`src/rtl/ternary_mv_engine.sv`:
```
// Ternary-weight matrix-vector engine: LOAD 2-bit weights, then stream vectors and drain OUT_LEN results.
// Latency: first result the cycle after a vector's last word, then OUT_LEN results back to back.
// Backpressure: none; words offered while draining are dropped. Define TERN_SAT_EN to saturate results.
module ternary_mv_engine #(
   parameter int IN_LEN  = 16,
   parameter int OUT_LEN = 8,
   parameter int DATA_W  = 8
) (
   input  logic                     clk,
   input  logic                     rst_n,
   input  logic [15:0]              in_data,
   input  logic                     in_valid,
   output logic signed [DATA_W-1:0] out_data,
   output logic                     out_valid,
   output logic                     busy
);
   localparam int ACC_W      = DATA_W + $clog2(IN_LEN) + 1;
   localparam int LOAD_WORDS = IN_LEN * OUT_LEN / 8;
   localparam int MULT_WORDS = IN_LEN / 2;
   localparam int ROW_W      = 2 * IN_LEN;
   localparam int WC_W       = (LOAD_WORDS > 1) ? $clog2(LOAD_WORDS) : 1;
   localparam int EC_W       = (MULT_WORDS > 1) ? $clog2(MULT_WORDS) : 1;
   localparam int IX_W       = (OUT_LEN > 1) ? $clog2(OUT_LEN) : 1;

   typedef enum logic [1:0] {IDLE, LOAD, MULT, DRAIN} state_t;
   state_t state, state_nxt;

   logic [WC_W-1:0]            word_cnt;
   logic [EC_W-1:0]            elem_cnt;
   logic [IX_W-1:0]            out_idx;
   logic [4:0]                 vec_left;
   logic [ROW_W*OUT_LEN-1:0]   wgt;
   logic [ROW_W-1:0]           wrow     [OUT_LEN];
   logic signed [ACC_W-1:0]    acc      [OUT_LEN];
   logic signed [ACC_W-1:0]    contrib  [OUT_LEN];
   logic signed [ACC_W-1:0]    acc_sel;
   logic signed [DATA_W-1:0]   result;
   logic                       load_last, mult_last, drain_last;

   assign load_last  = (word_cnt == WC_W'(LOAD_WORDS - 1));
   assign mult_last  = (elem_cnt == EC_W'(MULT_WORDS - 1));
   assign drain_last = (out_idx == IX_W'(OUT_LEN - 1));
   assign acc_sel    = acc[out_idx];

   // Ternary product: code 01 passes x, 11 negates it, anything else contributes zero.
   function automatic logic signed [ACC_W-1:0] tern(input logic [1:0] code, input logic signed [7:0] x);
      logic signed [ACC_W-1:0] xe;
      xe = ACC_W'(x);
      case (code)
         2'b01:   tern = xe;
         2'b11:   tern = -xe;
         default: tern = '0;
      endcase
   endfunction

   // Weights are written as a flat row-major image; view them per output row.
   always_comb begin
      for (int r = 0; r < OUT_LEN; r++) begin
         wrow[r] = wgt[ROW_W*r +: ROW_W];
      end
   end

   // Per-row contribution of the current word: two codes (4 bits) at column pair elem_cnt.
   always_comb begin
      logic [3:0] pair;
      pair = '0;
      for (int r = 0; r < OUT_LEN; r++) begin
         pair       = wrow[r][{elem_cnt, 2'b00} +: 4];
         contrib[r] = tern(pair[1:0], in_data[7:0]) + tern(pair[3:2], in_data[15:8]);
      end
   end

`ifdef TERN_SAT_EN
   localparam logic signed [ACC_W-1:0] SAT_MAX = ACC_W'((2 ** (DATA_W - 1)) - 1);
   localparam logic signed [ACC_W-1:0] SAT_MIN = ~SAT_MAX;

   // Clamp the selected accumulator into the signed DATA_W range.
   always_comb begin
      if (acc_sel > SAT_MAX)      result = SAT_MAX[DATA_W-1:0];
      else if (acc_sel < SAT_MIN) result = SAT_MIN[DATA_W-1:0];
      else                        result = acc_sel[DATA_W-1:0];
   end
`else
   assign result = acc_sel[DATA_W-1:0];
`endif

   // State register.
   always_ff @(posedge clk) begin
      if (!rst_n) state <= IDLE;
      else        state <= state_nxt;
   end

   // Next-state: commands from IDLE, word counts end LOAD/MULT, DRAIN runs OUT_LEN cycles.
   always_comb begin
      state_nxt = state;
      case (state)
         IDLE: begin
            if (in_valid) begin
               if (in_data[15:12] == 4'hA)      state_nxt = LOAD;
               else if (in_data[15:12] == 4'hF) state_nxt = MULT;
            end
         end
         LOAD:    if (in_valid && load_last) state_nxt = IDLE;
         MULT:    if (in_valid && mult_last) state_nxt = DRAIN;
         DRAIN:   if (drain_last) state_nxt = (vec_left != 5'd0) ? MULT : IDLE;
         default: state_nxt = IDLE;
      endcase
   end

   // Outputs: results only while draining, zero otherwise.
   always_comb begin
      out_valid = (state == DRAIN);
      busy      = (state != IDLE);
      out_data  = (state == DRAIN) ? result : '0;
   end

   // Datapath: weight image, accumulators and the word/element/output counters.
   always_ff @(posedge clk) begin
      if (!rst_n) begin
         word_cnt <= '0;
         elem_cnt <= '0;
         out_idx  <= '0;
         vec_left <= '0;
         wgt      <= '0;
         for (int r = 0; r < OUT_LEN; r++) acc[r] <= '0;
      end else begin
         case (state)
            IDLE: begin
               if (in_valid) begin
                  if (in_data[15:12] == 4'hA) begin
                     word_cnt <= '0;
                  end else if (in_data[15:12] == 4'hF) begin
                     vec_left <= {1'b0, in_data[3:0]} + 5'd1;
                     elem_cnt <= '0;
                  end
               end
            end
            LOAD: begin
               if (in_valid) begin
                  for (int w = 0; w < LOAD_WORDS; w++) begin
                     if (word_cnt == WC_W'(w)) wgt[16*w +: 16] <= in_data;
                  end
                  word_cnt <= load_last ? '0 : word_cnt + 1'b1;
               end
            end
            MULT: begin
               if (in_valid) begin
                  // First word of a vector restarts the sums instead of adding to stale ones.
                  for (int r = 0; r < OUT_LEN; r++) begin
                     acc[r] <= (elem_cnt == '0) ? contrib[r] : acc[r] + contrib[r];
                  end
                  if (mult_last) begin
                     elem_cnt <= '0;
                     out_idx  <= '0;
                     vec_left <= vec_left - 5'd1;
                  end else begin
                     elem_cnt <= elem_cnt + 1'b1;
                  end
               end
            end
            DRAIN: begin
               out_idx <= drain_last ? '0 : out_idx + 1'b1;
               if (drain_last) elem_cnt <= '0;
            end
            default: ;
         endcase
      end
   end
endmodule

```
`config.mk`:
```
export PLATFORM = sky130hd
export DESIGN_NAME = ternary_mv_engine
export DESIGN_NICKNAME = d
export VERILOG_FILES = /design/src/rtl/ternary_mv_engine.sv
export SDC_FILE = /design/constraint.sdc
export NUM_CORES = 1
export LEC_CHECK = 0
export ABC_AREA = 1
export ABC_CLOCK_PERIOD_IN_PS = 7450
export BUFFER_PORTS_ARGS = -buffer_cell sky130_fd_sc_hd__buf_2
export CAP_MARGIN = 5
export CORE_ASPECT_RATIO = 0.75
export CORE_MARGIN = 2
export CORE_UTILIZATION = 65
export DETAILED_ROUTE_END_ITERATION = 7
export PLACE_DENSITY = 0.83
export SLEW_MARGIN = 20
export SYNTH_ARGS = -nofsm -noshare
export SYNTH_HDL_FRONTEND = slang
export SYNTH_SLANG_ARGS = --single-unit
```
`constraint.sdc`:
```
create_clock -name clk -period 7.45 [get_ports clk]
set_input_delay 0.3725 -clock clk [delete_from_list [all_inputs] [get_ports clk]]
set_output_delay 0.3725 -clock clk [all_outputs]
set_load 0.02 [all_outputs]
```
# Word-level counts from Yosys, hierarchy flattened
# Memory sizes are Yosys's and may differ from the RTL's. A register that Yosys moved wholly into a read port is not among the register bits.
# Index checks and enable logic that the tools add are counted.
[totals] reg_bits=273 mem_bits_rw=104 inputBits=19 output_inout_bits=10 wordCells=228 mem_count=1
[mem_list] memory="acc" words=8 width=13 read_ports=9 rd_clocked_by_memory_dff=1 wr=8 line="34" source="logic signed [ACC_W-1:0] acc [OUT_LEN];"
[classes] addsub=23 eq_ne=65 shift=8 n_mux=70 bitwise=8 reduce_logical=32
[op_table] op="case mux 13 bit (2 select lines)" n=16
[op_table] op="indexed part select 32 x 6 -> 4 bit" n=8
[op_table] op="adder 13 bit" n=16
[op_table] op="2-to-1 mux 13 bit" n=16
[op_table] op="AND reduction 3 bit" n=17
[op_table] op="equality test 4 bit, second input constant" n=10
[op_table] op="equality test 2 bit, second input constant" n=18
[op_table] op="equality test 2 x 1 -> 1 bit, second input constant" n=17
[op_table] op="2-to-1 mux 3 bit" n=11
[op_table] op="negator 8 -> 13 bit" n=2
[op_table] op="2-to-1 mux 5 bit" n=5
[op_table] op="!= test 2 bit, second input constant" n=9
[op_table] op="equality test 4 x 3 -> 1 bit, second input constant" n=4
[op_table] op="2-to-1 mux 4 bit" n=4
[op_table] op="2-to-1 mux 2 bit" n=7
[op_table] op="AND reduction 6 bit" n=2
[op_table] op="case mux 5 bit (2 select lines)" n=1
[op_table] op="case mux 3 bit (3 select lines)" n=1
[op_table] op="equality test 4 x 2 -> 1 bit, second input constant" n=2
[op_table] op="2-to-1 mux 8 bit" n=1
[op_table] op="bitwise OR 1 bit" n=8
[op_table] op="case mux 2 bit (4 select lines)" n=1
[op_table] op="case mux 4 bit (2 select lines)" n=1
[op_table] op="nonzero test 2 bit" n=4
[op_table] op="other kinds (18)" n=25

# Depth between registers and ports, before layout
# Gate-level depths: netlist of the first run.
[depth] ltp_word=7 mapped_depth=29 depth_no_buf=27

# Worst setup path after synthesis of the first run
# OpenSTA, ideal clock, no wires.
[synth_path] kind="input-to-reg" startpoint="in in_valid" endpoint="mem acc[0][0] in the netlist's numbering, enable pin" setup_ps=574 arrival_time_ps=5263 required_ps=6876 setup_slack_ps=1612 cell_stages=3 path_buffers=1 path_cell_list="clkbuf_1 -> inv_1 -> o21ai_0"
[synth_rtl] element="start, declared" line="12" source="input logic in_valid,"
[synth_rtl] element="end, declared" line="34"

==> results of run 1 <==
## how the worst max path moves through the flow
stage,cells past startpoint,endpoint,start,slack [ps]
6_report,24,acc[5][7],elem_cnt[0],2130
3_5_place_dp,24,acc[5][7],elem_cnt[0],2280
5_1_grt,24,acc[5][7],elem_cnt[0],1730
4_1_cts,24,acc[5][7],elem_cnt[0],2230
2_1_floorplan,3,acc[0][0],in_valid,1610
3_3_place_gp,24,acc[5][7],elem_cnt[0],2330
## cell usage after synthesis, types with 26 or more instances
cell type,n
sky130_fd_sc_hd__dfxtp_1,276
sky130_fd_sc_hd__clkbuf_1,135
sky130_fd_sc_hd__or2_2,47
sky130_fd_sc_hd__o22ai_1,104
sky130_fd_sc_hd__edfxtp_1,64
sky130_fd_sc_hd__a31oi_1,26
sky130_fd_sc_hd__inv_1,394
sky130_fd_sc_hd__buf_2,51
sky130_fd_sc_hd__ha_1,126
sky130_fd_sc_hd__o21ai_0,352
sky130_fd_sc_hd__a21oi_1,430
sky130_fd_sc_hd__nor2_1,85
sky130_fd_sc_hd__nand3_1,275
sky130_fd_sc_hd__nand2_1,760
## per-layer routing
| metal | vias up | wire (um) | global-route usage [%] |
|---|---|---|---|
| met5 | - | 0 | 0 |
| met4 | 0 | 3175 | 18.00 |
| met3 | 242 | 8763 | 10.26 |
| met2 | 1353 | 28670 | 56.98 |
| met1 | 10100 | 28300 | 51.62 |
| li1 | 10700 | - | - |
## layout make-up
type / instances / area, um^2 / share of cell area [%]
Antenna cell: 1 / 2.502 / 0.01065
Clock buffer: 49 / 1072 / 4.564
Clock inverter: 18 / 191.4 / 0.8148
Inverter: 425 / 1598 / 6.801
Multi-Input combinational cell: 2314 / 12210 / 51.98
Sequential cell: 340 / 7453 / 31.72
Tap cell: 450 / 563.0 / 2.397
Timing Repair Buffer: 62 / 401.6 / 1.710
## through the flow
| step | util (%) | cell area (um^2) | total power, mW | hold slack, ps |
|---|---|---|---|---|
| global route | 70.23 | 23490 | 4.962 | 279.3 |
| finish | 70.23 | 23490 | 4.793 | 263.3 |
| detailed placement | 66.43 | 22220 | 2.848 | 443.3 |
| floorplan | - | 22050 | 2.605 | 429.2 |
| global placement | 66.43 | 22220 | 2.825 | 438.6 |
| CTS | 70.20 | 23490 | 4.764 | 248.3 |
## power groups by stage
stage          registers, mW  logic [mW]  clock network, mW
2_1_floorplan           1.97       0.637                  0
3_3_place_gp            1.98       0.844                  0
3_5_place_dp            1.98       0.867                  0
4_1_cts                 1.94       0.873               1.95
5_1_grt                 1.94       0.988               2.03
6_report                1.94       0.908               1.94
## state kept, by name, indices dropped and copies added (netlist names), named ones only
register / cells
acc: 64
elem_cnt: 3
out_idx: 3
state: 2
vec_left: 5
wgt: 256
word_cnt: 4
## kinds of logic after synthesis
logic type | count (synthesis) | synth area share, %
AND/OR/NAND/NOR | 1196 | 22.83
buffers and inverters | 620 | 10.91
XOR/XNOR | 44 | 1.748
flip-flops | 340 | 33.78
adder cells (fa/ha/maj) | 142 | 8.603
AO/OA/AOI/OAI | 932 | 22.13
## worst register-to-register path: cells and delay by family, from the launching register on
kind                     cells  cell delay, ps
XOR/XNOR                     1             260
adder cells (fa/ha/maj)      2             810
AO/OA/AOI/OAI                4             830
AND/OR/NAND/NOR             13            1330
flip-flops                   1             530
buffers and inverters        4            1350
==> impl_metrics.yaml, run 1 <==
outcome:
  run_status: "completed"
die:
  floorplan.die_area_um2: 35430
  std_cell_rows: 58
  initial_core_util_pct: 65.91
  chipWidth_um: 216.7
  top_level_ports: 29
  core-area_um2: 33450
  die_h_um: 163.5
synthesis:
  synth_cell_types: 35
  ys_warn_count: 0
  gate_count_after_technology_mapping: 3274
  synth_top_area_share_pct: 25.06
  syn-cell-area_um2: 22050
  postSynth.asyncResetShare_pct: 0
  synthesis.area_per_instance_um2: 6.734
  synth-seq-area-share_pct: 33.78
  synth.largest_area_cell: "sky130_fd_sc_hd__dfxtp_1"
  ys_ff_latch: 340
  number_of_flops_mapped_to_enable_cells_by_yosys: 64
  synthFlopType: "sky130_fd_sc_hd__dfxtp_1"
  mappedNetlistNets: 3435
  synth_top_cells_by_area: "sky130_fd_sc_hd__dfxtp_1 (25%), sky130_fd_sc_hd__nand2_1 (13%), sky130_fd_sc_hd__a21oi_1 (9.8%), sky130_fd_sc_hd__edfxtp_1 (8.7%), sky130_fd_sc_hd__o21ai_0 (8.0%)"
sta:
  worst_slack_ps: 2131
  fin_tns_setup_ps: 0
  setup_violations: 0
  worst_clock_skew_ps: 20.97
  timing.slew.headroom_pct: 24.63
  slew_violations: 0
  unrepaired_setup_endpoints_after_global_routing: "no"
  share_of_the_clock_period_used_by_the_worst_path_after_layout_pct: 71.40
  hold_violations: 0
  maxClockFrequency_ghz: 0.1880
  worst-slew-pin-transition_ps: 1127
  min_period_ps: 5319
min_path:
  worstHoldStart: "in_data[1]"
  hold_end: "wgt[49]"
  worst_hold_path.num_cells: 3
  timing.hold.worst.class: "in2reg"
cts:
  post-cts-setup-buffer-count: 0
  cts_hold_buffers: 0
  cts_root_buf: "sky130_fd_sc_hd__clkbuf_16"
  post_cts_resized: 0
  tritoncts: "done"
  clkTransAtPathRegs_ps: 60
  ctsHtreeMaxLevel: 2
  tritoncts.num_buffers: 37
  clock_sink_count: 340
  largest_buffer_count_on_any_clock_path: 3
  clk-insertion-delay-late_ps: 550
power_and_ir_drop:
  power_density_nw_per_um2: 204.0
  power_frac_seq_pct: 40.5
  power_switching_mw: 1.495
  switching_share_pct: 31.19
  p_leak_nw: 10.57
  power_share_of_the_combinational_group_pct: 18.9
  vdd_drop_max_uv: 186.7
  p_int_mw: 3.298
  clockPowerShare_pct: 40.5
critical_path:
  worst_setup_path_start_kind: "flop"
  path_buf_inv: 4
  crit_path_max_fanout: 75
  crit_path_end_kind: "flop"
  worst_path_max_delay_cell: "sky130_fd_sc_hd__inv_4"
  crit_family: "buffers and inverters"
  ff2ff_path_depth: 24
  rr_endpoint: "acc[5][7]"
  cp_common_cell: "sky130_fd_sc_hd__nand2_1"
  data_required_time_of_the_worst_path_ps: 7760
  worst-endpoint-arrival_ps: 5630
  worstReg2RegStart: "elem_cnt[0]"
  critical_path_class: "reg2reg"
  crit_path_cell_trace: "inv_4 > buf_4 > nand2_1 > nand3_1 > nand3_1 > nand2_1 > nand2_1 > o22ai_1 > inv_1 > fa_1 > inv_1 > nand3_1 > nand2_1 > nand2_1 > nand2_1 > a21oi_1 > xnor2_1 > ha_1 > a21oi_1 > nand3_1 > o21ai_0 > nand3_1 > nand2_1 > nor2_1"
  reg2reg_slack_ps: 2130
  critPathMaxStageDelay_ps: 680
grt:
  grt.overflow.total: 0
  antenna_found_initial: 1
  grt_pass1_wl_um: 108000
  pin_count_of_the_biggest_net_entering_global_routing: 101
  grt_usage_pct: 38.24
  grt_pass1_vias: 20550
placed_design:
  post-place-cells: 3591
  detailed_place_hpwl_um: 45970
  place_congestion: 1.027
  numPortBuffers: 28
  pre_cts_slack_ps: 2276
drt:
  detailedRoute.firstPassIterationCount: 6
  detail_routed_net_length_per_standard_cell_um: 18.83
  remaining_drc_errors: 0
  drt_wl_total_um: 68910
  final_antenna_net_count: 0
  drt-initial-drc-count: 3202
  routed-via-count: 22390
  viasPerCell: 6.119
layout:
  drive_above_1_share_pct: 6.328
  layout.nets: 3341
  final-instance-count-excl-fill: 3659
  mostFrequentLayoutCells: "sky130_fd_sc_hd__nand2_1 (760), sky130_fd_sc_hd__a21oi_1 (430), sky130_fd_sc_hd__inv_1 (393), sky130_fd_sc_hd__o21ai_0 (351), sky130_fd_sc_hd__nand3_1 (275)"
  flow.area_growth_from_synthesis_pct: 6.554
  n_fill_cell: 2791
  most_common_library_cell_in_the_layout_ignoring_fill_and_taps: "sky130_fd_sc_hd__nand2_1"
flow_run:
  max_cap_viol_count: 0
No activity file was read; power rests on OpenSTA's default activity.
==> inputs of run 2 (changes only) <==
--- a/config.mk
+++ b/config.mk
@@ -6,14 +6,14 @@
 export NUM_CORES = 1
 export LEC_CHECK = 0
 export ABC_AREA = 1
-export ABC_CLOCK_PERIOD_IN_PS = 7450
+export ABC_CLOCK_PERIOD_IN_PS = 4400
 export BUFFER_PORTS_ARGS = -buffer_cell sky130_fd_sc_hd__buf_2
 export CAP_MARGIN = 5
 export CORE_ASPECT_RATIO = 0.75
 export CORE_MARGIN = 2
-export CORE_UTILIZATION = 65
+export CORE_UTILIZATION = 58
 export DETAILED_ROUTE_END_ITERATION = 7
-export PLACE_DENSITY = 0.83
+export PLACE_DENSITY = 0.78
 export SLEW_MARGIN = 20
 export SYNTH_ARGS = -nofsm -noshare
 export SYNTH_HDL_FRONTEND = slang
==> constraint.sdc (replaced) <==
create_clock -name clk -period 4.4 [get_ports clk]
set_input_delay 0.22 -clock clk [delete_from_list [all_inputs] [get_ports clk]]
set_output_delay 0.22 -clock clk [all_outputs]
set_load 0.02 [all_outputs]
==> run 2 against run 1 <==
  * The flow now finishes with violations (DRC)
  * Sequential share of layout area shrank 0.89 points
  * Worst setup slack got worse by 1900 ps
  * Die area up 12%
  * Power up 67%
  * Via count grew 2.4%
  * Critical endpoint is now acc[6][6]
  * Largest cell class unchanged
==> impl_metrics.yaml, run 2 (synthesis results as in run 1) <==
outcome:
  run_status: "finished with violations"
  violated_checks: "DRC"
sta:
  fin_tns_setup_ps: 0
  maxClockFrequency_ghz: 0.2377
  worst_clock_skew_ps: 24.72
  min_period_ps: 4207
  timing.slew.headroom_pct: 30.16
  setup_violations: 0
  worst-slew-pin-transition_ps: 1047
  slew_violations: 0
  worst_slack_ps: 193.4
  hold_violations: 0
  fin_worst_hold_slack_ps: 92.34
  share_of_the_clock_period_used_by_the_worst_path_after_layout_pct: 95.60
min_path:
  hold_end: "wgt[37]"
  worst_hold_path.num_cells: 3
  timing.hold.worst.class: "in2reg"
  worstHoldStart: "in_data[5]"
layout:
  layout.nets: 3391
  number_of_flip_flops_in_the_largest_register: 256
  drive_above_1_share_pct: 9.027
  mostFrequentLayoutCells: "sky130_fd_sc_hd__nand2_1 (723), sky130_fd_sc_hd__a21oi_1 (430), sky130_fd_sc_hd__inv_1 (393), sky130_fd_sc_hd__o21ai_0 (345), sky130_fd_sc_hd__nand3_1 (275)"
  most_common_library_cell_in_the_layout_ignoring_fill_and_taps: "sky130_fd_sc_hd__nand2_1"
  flow.area_growth_from_synthesis_pct: 9.624
  largest_registers: "wgt (256), acc (64), vec_left (5)"
  post_route_core_utilization_pct: 64.90
  finalInstanceArea_um2: 24170
  largest_register: "wgt"
drt:
  routed-via-count: 22920
  detail_routed_net_length_per_standard_cell_um: 19.46
  drt_wl_total_um: 73210
  final_antenna_net_count: 0
  remaining_drc_errors: 21
  viasPerCell: 6.092
  detailedRoute.firstPassIterationCount: 8
  drt-initial-drc-count: 2846
critical_path:
  worst_setup_path_start_kind: "flop"
  critical_path_class: "reg2reg"
  rr_endpoint: "acc[6][6]"
  worstReg2RegStart: "elem_cnt[0]"
  data_required_time_of_the_worst_path_ps: 4800
  setup.worst_path.start: "elem_cnt[0]"
  reg2reg_slack_ps: 190
  worst-endpoint-arrival_ps: 4610
  ff2ff_path_depth: 24
  crit_path_max_fanout: 21
  crit_path_end_kind: "flop"
grt:
  grt_pass1_wl_um: 112000
  pin_count_of_the_biggest_net_entering_global_routing: 130
  grt.overflow.total: 0
  grt_pass1_vias: 21000
  antenna_found_initial: 1
  grt_usage_pct: 35.08
cts:
  cts_root_buf: "sky130_fd_sc_hd__clkbuf_16"
  largest_buffer_count_on_any_clock_path: 3
  ctsHtreeMaxLevel: 2
  clk-insertion-delay-late_ps: 560
  cts_hold_buffers: 0
  clkTransAtPathRegs_ps: 70
  clock_sink_count: 340
  tritoncts.num_buffers: 36
  tritoncts: "done"
die:
  initial_core_util_pct: 59.20
  std_cell_rows: 61
  top_level_ports: 29
  core-area_um2: 37250
  chipWidth_um: 229.1
  floorplan.die_area_um2: 39610
  die_h_um: 172.9
power_and_ir_drop:
  p_leak_nw: 10.85
  vdd_drop_max_uv: 295.2
  power_density_nw_per_um2: 330.5
placed_design:
  detailed_place_hpwl_um: 49200
  place_congestion: 0.9998
  dpl_cell_area_um2: 22690
  numPortBuffers: 28
  pre_cts_slack_ps: 45.59
flow_run:
  max_cap_viol_count: 0
## run 2: cell types whose count changed in the layout (fill, tap and decap cells not counted), moves of 3 or more
cell and change:
sky130_fd_sc_hd__inv_4 -3, sky130_fd_sc_hd__buf_4 +37, sky130_fd_sc_hd__o22ai_1 -16, sky130_fd_sc_hd__buf_12 +7
sky130_fd_sc_hd__nand2_1 -37, sky130_fd_sc_hd__o22ai_2 +15, sky130_fd_sc_hd__o21ai_1 +6, sky130_fd_sc_hd__clkbuf_1 +9
sky130_fd_sc_hd__nand2_2 +37, sky130_fd_sc_hd__clkbuf_8 -3, sky130_fd_sc_hd__o21ai_0 -6, sky130_fd_sc_hd__buf_6 +3
## run 2: layout make-up
cell class	instances	area (um^2)
inverter	425	1608
multi-input combinational	2314	12420
sequential	340	7453
fill	3382	13080
tap	504	630.6
timing repair inverter	1	8.758
clock buffer	53	1015
timing repair buffer	112	930.9
antenna	1	2.502
clock inverter	12	105.1
## run 2: layer usage
metal	wire length (um)	track usage [%]	up-vias
met1	30050	48.14	10610
met5	136	2.404	-
met2	31020	53.07	1273
met4	3332	15.64	2
met3	8673	7.272	251
li1	-	-	10790
## run 2: metrics by stage
step | power, mW | instances
floorplan | 4.408 | 3274
global placement | 4.860 | 3686
detailed placement | 4.900 | 3686
CTS | 7.865 | 3751
global route | 8.280 | 3762
finish | 7.988 | 3762
## run 2: worst max-delay path by stage
stage	endpoint	slack, ps	depth (start not counted)
3_5_place_dp	acc[0][7]	50	24
5_1_grt	acc[7][6]	-40	24
6_report	acc[6][6]	190	24
3_3_place_gp	acc[7][7]	180	26
4_1_cts	acc[0][7]	70	24
2_1_floorplan	acc[0][0]	300	4
## run 2: repair_timing
| item | CTS | global route |
|---|---|---|
| endpoints found under the setup margin | 0 | 21 |
| setup buffers | 0 | 6 |
| resized for setup | 0 | 68 |
## run 2: worst max-delay path: stages (launching register included)
cell	delay (ps)
sky130_fd_sc_hd__dfxtp_4	420
sky130_fd_sc_hd__buf_4	210
sky130_fd_sc_hd__buf_16	190
sky130_fd_sc_hd__nand2_1	90
sky130_fd_sc_hd__nand3_1	80
sky130_fd_sc_hd__nand2_1	50
sky130_fd_sc_hd__nand2_1	90
sky130_fd_sc_hd__nand2_1	150
sky130_fd_sc_hd__nand2_2	220
sky130_fd_sc_hd__o22ai_1	120
sky130_fd_sc_hd__ha_1	350
sky130_fd_sc_hd__a21oi_1	150
sky130_fd_sc_hd__nand2_1	80
sky130_fd_sc_hd__or2_2	270
sky130_fd_sc_hd__nand2_1	70
sky130_fd_sc_hd__inv_1	60
sky130_fd_sc_hd__ha_1	340
sky130_fd_sc_hd__nand2_1	70
sky130_fd_sc_hd__nand2_1	70
sky130_fd_sc_hd__a31oi_1	50
sky130_fd_sc_hd__or2_2	300
sky130_fd_sc_hd__nand2_1	70
sky130_fd_sc_hd__a21oi_1	80
sky130_fd_sc_hd__or2_2	280
sky130_fd_sc_hd__a31oi_1	160
## run 2: power breakdown
| part | leakage, nW | switching, mW | total [mW] | internal [mW] |
|---|---|---|---|---|
| combinational | 7.41 | 1.17 | 1.69 | 0.525 |
| sequential | 2.89 | 0.0461 | 3.28 | 3.23 |
| clock | 0.550 | 1.35 | 3.02 | 1.67 |
| total | 10.8 | 2.56 | 7.99 | 5.43 |
